$ cat src/rtl/eth_mdio_sched_if.sv
// -----------------------------------------------------------------------------
// eth_mdio_sched_if
//   Host register-access bus between a register client and eth_mdio_sched.
//   Signals:
//     cmd_valid  host -> sched  command request
//     cmd_ready  sched -> host  command accepted when cmd_valid & cmd_ready
//     cmd_write  host -> sched  1 = write, 0 = read
//     cmd_reg    host -> sched  5-bit clause-22 register address
//     cmd_wdata  host -> sched  16-bit write data
//     rsp_valid  sched -> host  1-cycle completion pulse
//     rsp_rdata  sched -> host  read data (0 for writes), held after rsp_valid
//   Modports: master = host side, slave = scheduler side.
// -----------------------------------------------------------------------------
`timescale 1ns/1ps
interface eth_mdio_sched_if;
  logic        cmd_valid;
  logic        cmd_ready;
  logic        cmd_write;
  logic [4:0]  cmd_reg;
  logic [15:0] cmd_wdata;
  logic        rsp_valid;
  logic [15:0] rsp_rdata;

  modport master (
    output cmd_valid, cmd_write, cmd_reg, cmd_wdata,
    input  cmd_ready, rsp_valid, rsp_rdata
  );

  modport slave (
    input  cmd_valid, cmd_write, cmd_reg, cmd_wdata,
    output cmd_ready, rsp_valid, rsp_rdata
  );
endinterface

$ cat src/rtl/eth_mdio_sched.sv
// -----------------------------------------------------------------------------
// eth_mdio_sched
//   Sequencer/arbiter in front of the eth_mdio bit engine. Shares the engine
//   between a host register port and an autonomous PHY status poller, builds
//   32-bit clause-22 frames, issues do_read/do_write, tracks engine busy and
//   returns data. Exports the latched link status for the MAC.
//
//   Optional build macro: MDIO_PREAMBLE_EN
//     defined   -> every transaction is preceded by one all-ones preamble frame
//     undefined -> command frame issued directly after the grant
//
//   Ports:
//     clk, rstn      clock, asynchronous active-low reset
//     host           eth_mdio_sched_if.slave (cmd_*/rsp_* handshake)
//     poll_en        enables poll timer; low clears timer and pending poll
//     poll_status    last POLL_REG data read by the poller
//     link_up        poll_status[LINK_BIT]
//     link_change    1-cycle pulse when link_up changes
//     mdio_do_read   engine read strobe (1 cycle)
//     mdio_do_write  engine write strobe (1 cycle)
//     mdio_txdata    engine frame, stable from issue until the frame completes
//     mdio_rxdata    engine read data
//     mdio_busy      engine busy
// -----------------------------------------------------------------------------
`timescale 1ns/1ps
module eth_mdio_sched #(
  parameter logic [4:0] PHY_ADDR    = 5'd1,
  parameter int         POLL_CYCLES = 1000000,
  parameter logic [4:0] POLL_REG    = 5'd1,
  parameter int         LINK_BIT    = 2
) (
  input  logic                   clk,
  input  logic                   rstn,
  eth_mdio_sched_if.slave        host,
  input  logic                   poll_en,
  output logic [15:0]            poll_status,
  output logic                   link_up,
  output logic                   link_change,
  output logic                   mdio_do_read,
  output logic                   mdio_do_write,
  output logic [31:0]            mdio_txdata,
  input  logic [15:0]            mdio_rxdata,
  input  logic                   mdio_busy
);

  localparam int            TW         = (POLL_CYCLES > 1) ? $clog2(POLL_CYCLES) : 1;
  localparam logic [TW-1:0] TIMER_LAST = TW'(POLL_CYCLES - 1);
  localparam bit            POLL_ON    = (POLL_CYCLES != 0);

  typedef enum logic [2:0] {
    ST_IDLE    = 3'd0,
    ST_GO      = 3'd1,
    ST_WAIT_HI = 3'd2,
`ifdef MDIO_PREAMBLE_EN
    ST_WAIT_LO = 3'd3,
    ST_PRE_GO  = 3'd4,
    ST_PRE_HI  = 3'd5,
    ST_PRE_LO  = 3'd6
`else
    ST_WAIT_LO = 3'd3
`endif
  } state_t;

  typedef enum logic {
    GRANT_HOST = 1'b0,
    GRANT_POLL = 1'b1
  } grant_t;

  // Clause-22 frame, MSB first: ST, OP, PHYAD, REGAD, TA, DATA.
  function automatic logic [31:0] build_frame(input logic wr, input logic [4:0] ra,
                                              input logic [15:0] wd);
    if (wr) begin
      build_frame = {2'b01, 2'b01, PHY_ADDR, ra, 2'b10, wd};
    end else begin
      build_frame = {2'b01, 2'b10, PHY_ADDR, ra, 2'b11, 16'hFFFF};
    end
  endfunction

  state_t        state_r;
  state_t        state_nx_s;
  grant_t        last_grant_r;
  logic          rst_done_r;
  logic          cur_poll_r;
  logic          cur_write_r;
  logic          do_read_r;
  logic          do_write_r;
  logic [31:0]   txdata_r;
  logic          rsp_valid_r;
  logic [15:0]   rsp_rdata_r;
  logic [15:0]   poll_status_r;
  logic          link_change_r;
  logic [TW-1:0] timer_r;
  logic          poll_pend_r;
`ifdef MDIO_PREAMBLE_EN
  logic [31:0]   cmd_frame_r;
  logic          frame_go_s;
`endif

  logic          arb_ok_s;
  logic          ready_s;
  logic          grant_host_s;
  logic          grant_poll_s;
  logic [31:0]   frame_sel_s;
  logic          issue_rd_s;
  logic          issue_wr_s;
  logic          done_s;

  // Arbitration only while idle with the engine quiet. When the poller is
  // pending and the host had the last grant, the host is held off so the
  // two sources alternate. rst_done_r keeps cmd_ready low while in reset.
  assign arb_ok_s     = rst_done_r && (state_r == ST_IDLE) && !mdio_busy;
  assign ready_s      = arb_ok_s && !(poll_pend_r && (last_grant_r == GRANT_HOST));
  assign grant_host_s = ready_s && host.cmd_valid;
  assign grant_poll_s = arb_ok_s && poll_pend_r &&
                        ((last_grant_r == GRANT_HOST) || !host.cmd_valid);
  assign frame_sel_s  = grant_poll_s ? build_frame(1'b0, POLL_REG, 16'h0000)
                                     : build_frame(host.cmd_write, host.cmd_reg, host.cmd_wdata);

  assign host.cmd_ready = ready_s;
  assign host.rsp_valid = rsp_valid_r;
  assign host.rsp_rdata = rsp_rdata_r;
  assign poll_status    = poll_status_r;
  assign link_up        = poll_status_r[LINK_BIT];
  assign link_change    = link_change_r;
  assign mdio_do_read   = do_read_r;
  assign mdio_do_write  = do_write_r;
  assign mdio_txdata    = txdata_r;

  // Next-state logic; issue_* select the engine strobe for the next cycle.
  always_comb begin
    state_nx_s = state_r;
    issue_rd_s = 1'b0;
    issue_wr_s = 1'b0;
    done_s     = 1'b0;
`ifdef MDIO_PREAMBLE_EN
    frame_go_s = 1'b0;
`endif
    case (state_r)
      ST_IDLE: begin
        if (grant_host_s || grant_poll_s) begin
`ifdef MDIO_PREAMBLE_EN
          state_nx_s = ST_PRE_GO;
          issue_wr_s = 1'b1;
`else
          state_nx_s = ST_GO;
          if (grant_host_s && host.cmd_write) begin
            issue_wr_s = 1'b1;
          end else begin
            issue_rd_s = 1'b1;
          end
`endif
        end else begin
          state_nx_s = ST_IDLE;
        end
      end
`ifdef MDIO_PREAMBLE_EN
      ST_PRE_GO: state_nx_s = ST_PRE_HI;
      ST_PRE_HI: begin
        if (mdio_busy) begin
          state_nx_s = ST_PRE_LO;
        end else begin
          state_nx_s = ST_PRE_HI;
        end
      end
      ST_PRE_LO: begin
        if (!mdio_busy) begin
          state_nx_s = ST_GO;
          frame_go_s = 1'b1;
          if (cur_write_r) begin
            issue_wr_s = 1'b1;
          end else begin
            issue_rd_s = 1'b1;
          end
        end else begin
          state_nx_s = ST_PRE_LO;
        end
      end
`endif
      ST_GO: state_nx_s = ST_WAIT_HI;
      ST_WAIT_HI: begin
        if (mdio_busy) begin
          state_nx_s = ST_WAIT_LO;
        end else begin
          state_nx_s = ST_WAIT_HI;
        end
      end
      ST_WAIT_LO: begin
        if (!mdio_busy) begin
          state_nx_s = ST_IDLE;
          done_s     = 1'b1;
        end else begin
          state_nx_s = ST_WAIT_LO;
        end
      end
      default: state_nx_s = ST_IDLE;
    endcase
  end

  // State register, engine strobes, grant bookkeeping and the frame register.
  always_ff @(posedge clk or negedge rstn) begin
    if (!rstn) begin
      state_r      <= ST_IDLE;
      rst_done_r   <= 1'b0;
      last_grant_r <= GRANT_POLL;
      cur_poll_r   <= 1'b0;
      cur_write_r  <= 1'b0;
      do_read_r    <= 1'b0;
      do_write_r   <= 1'b0;
      txdata_r     <= 32'h0000_0000;
`ifdef MDIO_PREAMBLE_EN
      cmd_frame_r  <= 32'h0000_0000;
`endif
    end else begin
      state_r    <= state_nx_s;
      rst_done_r <= 1'b1;
      do_read_r  <= issue_rd_s;
      do_write_r <= issue_wr_s;
      if (grant_host_s || grant_poll_s) begin
        last_grant_r <= grant_poll_s ? GRANT_POLL : GRANT_HOST;
        cur_poll_r   <= grant_poll_s;
        cur_write_r  <= grant_host_s && host.cmd_write;
`ifdef MDIO_PREAMBLE_EN
        txdata_r     <= 32'hFFFF_FFFF;
        cmd_frame_r  <= frame_sel_s;
`else
        txdata_r     <= frame_sel_s;
`endif
      end
`ifdef MDIO_PREAMBLE_EN
      else if (frame_go_s) begin
        txdata_r <= cmd_frame_r;
      end
`endif
      else begin
        txdata_r <= txdata_r;
      end
    end
  end

  // Completion: host response pulse or poll status / link change update.
  always_ff @(posedge clk or negedge rstn) begin
    if (!rstn) begin
      rsp_valid_r   <= 1'b0;
      rsp_rdata_r   <= 16'h0000;
      poll_status_r <= 16'h0000;
      link_change_r <= 1'b0;
    end else begin
      rsp_valid_r   <= 1'b0;
      link_change_r <= 1'b0;
      if (done_s) begin
        if (cur_poll_r) begin
          poll_status_r <= mdio_rxdata;
          link_change_r <= mdio_rxdata[LINK_BIT] ^ poll_status_r[LINK_BIT];
        end else begin
          rsp_valid_r <= 1'b1;
          rsp_rdata_r <= cur_write_r ? 16'h0000 : mdio_rxdata;
        end
      end
    end
  end

  // Poll interval timer; keeps running during transactions. The pending flag
  // is one deep: a wrap while already pending is absorbed.
  always_ff @(posedge clk or negedge rstn) begin
    if (!rstn) begin
      timer_r     <= {TW{1'b0}};
      poll_pend_r <= 1'b0;
    end else if (!poll_en || !POLL_ON) begin
      timer_r     <= {TW{1'b0}};
      poll_pend_r <= 1'b0;
    end else if (timer_r == TIMER_LAST) begin
      timer_r     <= {TW{1'b0}};
      poll_pend_r <= 1'b1;
    end else begin
      timer_r     <= timer_r + TW'(1);
      poll_pend_r <= grant_poll_s ? 1'b0 : poll_pend_r;
    end
  end

endmodule
$ cat src/flat_wrapper.sv
// flat-port wrapper written by rule: the top's interface ports become plain ports
module eth_mdio_sched_flat 
#(
  parameter logic [4:0] PHY_ADDR    = 5'd1,
  parameter int         POLL_CYCLES = 1000000,
  parameter logic [4:0] POLL_REG    = 5'd1,
  parameter int         LINK_BIT    = 2
)
  (clk, rstn, poll_en, poll_status, link_up, link_change, mdio_do_read, mdio_do_write, mdio_txdata, mdio_rxdata, mdio_busy, host_cmd_valid, host_cmd_write, host_cmd_reg, host_cmd_wdata, host_cmd_ready, host_rsp_valid, host_rsp_rdata);
  eth_mdio_sched_if host_i ();
  input  logic clk;
  input  logic rstn;
  input  logic poll_en;
  output logic [15:0] poll_status;
  output logic link_up;
  output logic link_change;
  output logic mdio_do_read;
  output logic mdio_do_write;
  output logic [31:0] mdio_txdata;
  input  logic [15:0] mdio_rxdata;
  input  logic mdio_busy;
  input wire logic [$bits(host_i.cmd_valid)-1:0] host_cmd_valid;
  input wire logic [$bits(host_i.cmd_write)-1:0] host_cmd_write;
  input wire logic [$bits(host_i.cmd_reg)-1:0] host_cmd_reg;
  input wire logic [$bits(host_i.cmd_wdata)-1:0] host_cmd_wdata;
  output wire logic [$bits(host_i.cmd_ready)-1:0] host_cmd_ready;
  output wire logic [$bits(host_i.rsp_valid)-1:0] host_rsp_valid;
  output wire logic [$bits(host_i.rsp_rdata)-1:0] host_rsp_rdata;
  assign host_i.cmd_valid = host_cmd_valid;
  assign host_i.cmd_write = host_cmd_write;
  assign host_i.cmd_reg = host_cmd_reg;
  assign host_i.cmd_wdata = host_cmd_wdata;
  assign host_cmd_ready = host_i.cmd_ready;
  assign host_rsp_valid = host_i.rsp_valid;
  assign host_rsp_rdata = host_i.rsp_rdata;
  eth_mdio_sched #(.PHY_ADDR(PHY_ADDR), .POLL_CYCLES(POLL_CYCLES), .POLL_REG(POLL_REG), .LINK_BIT(LINK_BIT)) u_core (.clk(clk), .rstn(rstn), .host(host_i), .poll_en(poll_en), .poll_status(poll_status), .link_up(link_up), .link_change(link_change), .mdio_do_read(mdio_do_read), .mdio_do_write(mdio_do_write), .mdio_txdata(mdio_txdata), .mdio_rxdata(mdio_rxdata), .mdio_busy(mdio_busy));
endmodule
$ cat config.mk
export PLATFORM = sky130hd
export DESIGN_NAME = eth_mdio_sched_flat
export DESIGN_NICKNAME = d
export VERILOG_FILES = /design/src/rtl/eth_mdio_sched_if.sv /design/src/rtl/eth_mdio_sched.sv /design/src/flat_wrapper.sv
export SDC_FILE = /design/constraint.sdc
export NUM_CORES = 1
export LEC_CHECK = 0
export BUFFER_PORTS_ARGS = -buffer_cell sky130_fd_sc_hd__buf_2
export CAP_MARGIN = 20
export CORE_MARGIN = 2
export CORE_UTILIZATION = 45
export DETAILED_ROUTE_END_ITERATION = 7
export PLACE_DENSITY_LB_ADDON = 0.25
export SLEW_MARGIN = 20
export SYNTH_ARGS = -nofsm -noshare
export SYNTH_HDL_FRONTEND = slang
export SYNTH_SLANG_ARGS = --single-unit
$ cat constraint.sdc
create_clock -name clk -period 2.3 [get_ports clk]
set_clock_uncertainty 0.2 [all_clocks]
set_input_delay 0.23 -clock clk [delete_from_list [all_inputs] [get_ports clk]]
set_output_delay 0.23 -clock clk [all_outputs]
set_load 0.02 [all_outputs]
# After elaboration in Yosys (flattened, before gate mapping)
# Cells that the tools add are included.
# totals
elab_cells,64
inputBits,43
register_bits,96
out_inout_bits,70
# op_classes
eq_ne,5
bitwise_logic,3
n_addsub,1
mux,25
reduce_logical,16
# op_table
operator,n
$mux 30,2
$mux 20,2
$add 20x1->20 const B,1
$eq 20x20->1 const B,1
$mux 1,18
$mux 16,1
$pmux 3 s4,1
$logic_and 1x1->1,8
$eq 3x2->1 const B,2
$reduce_and 2->1,2
$eq 3x1->1 const B,1
$logic_not 1->1,3
$logic_not 3->1,1
$ne 3x1->1 const B,1
$logic_or 1x1->1,2
$mux 2,1
$not 1->1,2
$xor 1x1->1,1

# Longest topological paths before layout
# logic_depth
ltp_word,9
mapped_depth,7
depth_no_buf,5

# Worst setup path before layout
# OpenSTA, ideal clock, no wires.
# synth_timing
path_kind,reg2reg
startpoint,register u_core.state_r[1]
endpoint,"register u_core.txdata_r[10], in the netlist u_core.mdio_txdata[10]"
setup_slack_ps,459
path_buffers,2
arrival_ps,1520
required_ps,1979
setup_ps,121
stages_incl_launch_ff,7
synth_period_minus_slack_ps,1841
cell_sequence,dfrtp_1 nor4b_4 and3_1 buf_6 nand2_4 buf_6 o22a_1
# synth_between
elab_chain_len,6
elab_cells_between_ends,9
classes_between,mux (1); reduce/logical (8)
# synth_rtl
item,line,text
"start, declared",eth_mdio_sched.sv:79,state_t state_r;
"start signal, assigned",eth_mdio_sched.sv:214,state_r <= state_nx_s;
$logic_not 3->1 (*),eth_mdio_sched.sv:111,assign arb_ok_s = rst_done_r && (state_r == ST_IDLE) && !mdio_busy;
$logic_and 1x1->1 (*) (2 in series),eth_mdio_sched.sv:111,
"$logic_and 1x1->1, on equally long branches","eth_mdio_sched.sv:114, eth_mdio_sched.sv:112",
"$logic_and 1x1->1, on equally long branches","eth_mdio_sched.sv:114, eth_mdio_sched.sv:113",
$mux 30 / $logic_or 1x1->1 (equally long branches),"eth_mdio_sched.sv:116, eth_mdio_sched.sv:218",
"end signal, assigned",eth_mdio_sched.sv:226,txdata_r <= frame_sel_s;
"end signal, assigned",eth_mdio_sched.sv:235,txdata_r <= txdata_r;
"end, declared",eth_mdio_sched.sv:87,logic [31:0] txdata_r;
# Every way passes the cells marked *; elsewhere a longest branch is shown, timed or not.
# A chain may end at the register's enable or synchronous reset.

# Final worst setup path
# layout_timing
startpoint,input mdio_busy
endpoint,output host_cmd_ready
# layout_between
elab_chain_len,3
# layout_rtl
item,line,text
"start, declared",flat_wrapper.sv:21,input logic mdio_busy;
$logic_not 1->1,eth_mdio_sched.sv:111,
$logic_and 1x1->1,eth_mdio_sched.sv:111,
$logic_and 1x1->1,eth_mdio_sched.sv:112,assign ready_s = arb_ok_s && !(poll_pend_r && (last_grant_r == GRANT_HOST));
"end, declared",flat_wrapper.sv:26,output wire logic [$bits(host_i.cmd_ready)-1:0] host_cmd_ready;
# No other way between the ends.

==> results.md <==
* Status: complete, no violations
* Worst Reg2Reg Path Length in Cells at 5
* CTS Sinks at 87
* IR drop worst, VDD at 0.000619 V
* Fmax at 0.472 GHz
* Final wirelength at 7810 um
* RSZ-0062 raised after global routing: no
* Vias per cell at 4.98
* CP max FO at 9
* Hold Crit Start: host_cmd_write
* Pins over their slew limit at 0
* Clock Path Buffers at 2
* WS Path Type: in -> out
* GRT Overall Usage at 18.9%
* Mean routed wirelength per cell at 13.7 um
* #FFs+latches synth at 87
* Least-Margin Pin Slew at 0.648 ns
* Synthesized area at 3650 um2
* Gate power share at 33.3%
* Fin cells at 568
* Ys flop type: dfrtp_1
* Sw frac at 36.5%
* Fin. Hold Viols at 0
* Core area at 7810 um2
* Final critical-path required period at 2.12 ns
* Pin count of the biggest net entering global routing at 36
* H-tree depth at 3
* Crit path DAT at 1.69 ns
* Die Span X at 94.1 um
* Pint at 2970 uW
* Detail Route Antenna Nets at 0
* Clk_lat worst skew at 0.34 ns
* DP Cell Count at 511
* Die H at 94.1 um
* CTS Buf Count at 9
* Ys async rst share at 100%
* HP Class: in -> reg
* DRC errors left at 0
* GP Congestion at 0.837
* Initial Util at 46.7%
* Leak at 0.00244 uW
* Hold Path End: u_core.mdio_do_write$_DFF_PN0_
* First DRT Iteration DRCs at 118
* Initial antenna violation count at 0
* Max cap viols at 0
* Worst Setup End Kind: output port
* Syn-to-layout area delta at 32.6%
* Final worst-path cycle share at 92.1%
* Most common cell after layout, fill and taps aside: buf_2
* Share of power burned in registers at 46.1%
* Worst setup SP type: primary input
* Relative slew slack at 56.5%
* HPWL after DPL at 5450 um
* Die Area at 8850 um2
* Switching pwr at 1700 uW
* Nets@finish at 505
* First-pass GRT wire length at 13,200 um
* Cells after Synth at 312
* Reg-to-Reg Start: u_core.timer_r[0]$_DFF_PN0_
* CTS tree: yes
* Pwr Density at 966 nW/um2
* Clock power frac at 20.6%
* EDFF count, synth at 0
* Reg-to-reg endpoint: u_core.timer_r[18]$_DFF_PN0_
* Clock Tree Root: clkbuf_8
* DR pass1 iterations at 4
* Layout cells sized above 1 at 33.0%
* Vias post-DR at 2,831
* Hold depth at 3
* Worst-path clk slew at 0.09 ns
* Vias in the first global route at 2,802
* Worst endpoint required time at 1.87 ns
* Gr ovfl total at 0
* # setup viols final at 0
* Synth Warn # at 0
* Most frequent cells in the layout: buf_2, dfrtp_1, dlygate4sd3_1, nand2_1, nor2_1
* Cell Rows at 32
* Num ports at 113
* Mean area per synthesized cell at 11.7 um2
* Fin Setup TNS at 0 ns
* R2R setup slack at 0.26 ns
* I/O Buffers at 107
* Register area share after synthesis at 59.7%
* Distinct cell type count after synthesis at 41
* Antenna diode count at 0
cell type report:
| class | count | area, um2 |
|---|---|---|
| Inverter | 5 | 18.8 |
| Timing Repair Buffer | 158 | 1020 |
| Fill cell | 645 | 2970 |
| Clock buffer | 11 | 141 |
| Multi-Input combinational cell | 200 | 1310 |
| Clock inverter | 5 | 41.3 |
| Tap cell | 102 | 128 |
| Sequential cell | 87 | 2180 |
what timing repair did:
action	CTS	global route
hold buffers	41	0
buffers inserted	0	0
endpoints found under the hold margin	90	0
resized for setup	0	0
cells by family (layout without fill, tap and decap cells):
kind of cell    count (synthesis)  count (layout)  synth area share, %
flops                          87              87                 59.7
xor+xnor                       14              14                 3.36
other cells                     2               6                0.206
fa+ha+maj                       1               1                0.343
compound gates                 57              57                 10.7
simple gates                  106             106                 15.9
buf+inv                        29             179                 4.87
mux                            16              16                 4.94
worst max-delay path by stage:
stage                                startpoint                                 end  cells after the start
finish                                mdio_busy                      host_cmd_ready                      5
CTS                                   mdio_busy                      host_cmd_ready                      5
detailed placement  u_core.timer_r[0]$_DFF_PN0_        u_core.timer_r[18]$_DFF_PN0_                      5
global placement    u_core.timer_r[0]$_DFF_PN0_        u_core.timer_r[18]$_DFF_PN0_                      5
floorplan           u_core.state_r[1]$_DFF_PN0_  u_core.mdio_txdata[10]$_DFFE_PN0P_                      6
global route        u_core.timer_r[0]$_DFF_PN0_        u_core.timer_r[18]$_DFF_PN0_                      5
synthesized netlist by cell type, types with 3 or more instances:
library cell	number	area, um2
or4_1	5	37.5
o21ai_0	6	30.0
nand3_1	5	25.0
and3_1	4	25.0
buf_2	4	20.0
mux2_2	16	180
buf_4	13	97.6
nor2_1	23	86.3
xor2_1	12	105
o21ai_1	13	65.1
clkbuf_1	5	18.8
a22o_1	4	35.0
nand2b_1	18	113
a21oi_1	9	45.0
nand2_1	29	109
dfrtp_1	86	2150
o22a_1	16	140
inv_1	5	18.8
o31ai_1	3	22.5
nand4_1	7	43.8
critical path, stage by stage:
cell and delay (ns):
dlygate4sd3_1 0.54, buf_2 0.16, nor4b_4 0.40, and2_1 0.19, buf_2 0.17
power by group through the flow:
| stage | sequential, uW | combinational (uW) | clock (uW) |
|---|---|---|---|
| after floorplan | 2580 | 563 | 0 |
| after global placement | 2170 | 1480 | 0 |
| after detailed placement | 2180 | 1510 | 0 |
| final | 2160 | 1560 | 963 |
| after CTS | 2150 | 1560 | 999 |
| after global routing | 2210 | 1690 | 1060 |
metal layers:
layer | vias to the layer above | part of all wire, % | global-route usage, %
li1 | 1362 | - | -
met1 | 1368 | 45 | 25.0
met2 | 87 | 48 | 30.9
met3 | 14 | 5.0 | 3.45
met4 | 0 | 2.0 | 7.25
met5 | - | 0 | 0
per-stage QoR:
stage               setup slack (ns)  power, uW  hold WS (ns)  utilization [%]  cell area (um2)
floorplan                      0.459       3140        -0.266                -             3660
global placement               0.345       3650       0.00440             54.4             4250
detailed placement             0.283       3690      -0.00119             54.4             4250
CTS                            0.167       4720        0.0362             62.0             4840
global route                  0.0804       4960        0.0697             62.0             4840
finish                         0.181       4680        0.0537             62.0             4840
registers in the layout, summed over array words and instances (netlist names):
register               count
u_core.rst_done_r          1
u_core.last_grant_r        1
u_core.poll_pend_r         1
u_core.mdio_txdata        24
u_core.poll_status        16
u_core.cur_poll_r          1
u_core.host.rsp_valid      1
u_core.timer_r            20
u_core.cur_write_r         1
u_core.mdio_do_read        1
u_core.link_change         1
u_core.mdio_do_write       1
u_core.state_r             2
u_core.host.rsp_rdata     16
Power figures use the tool's default switching activity.
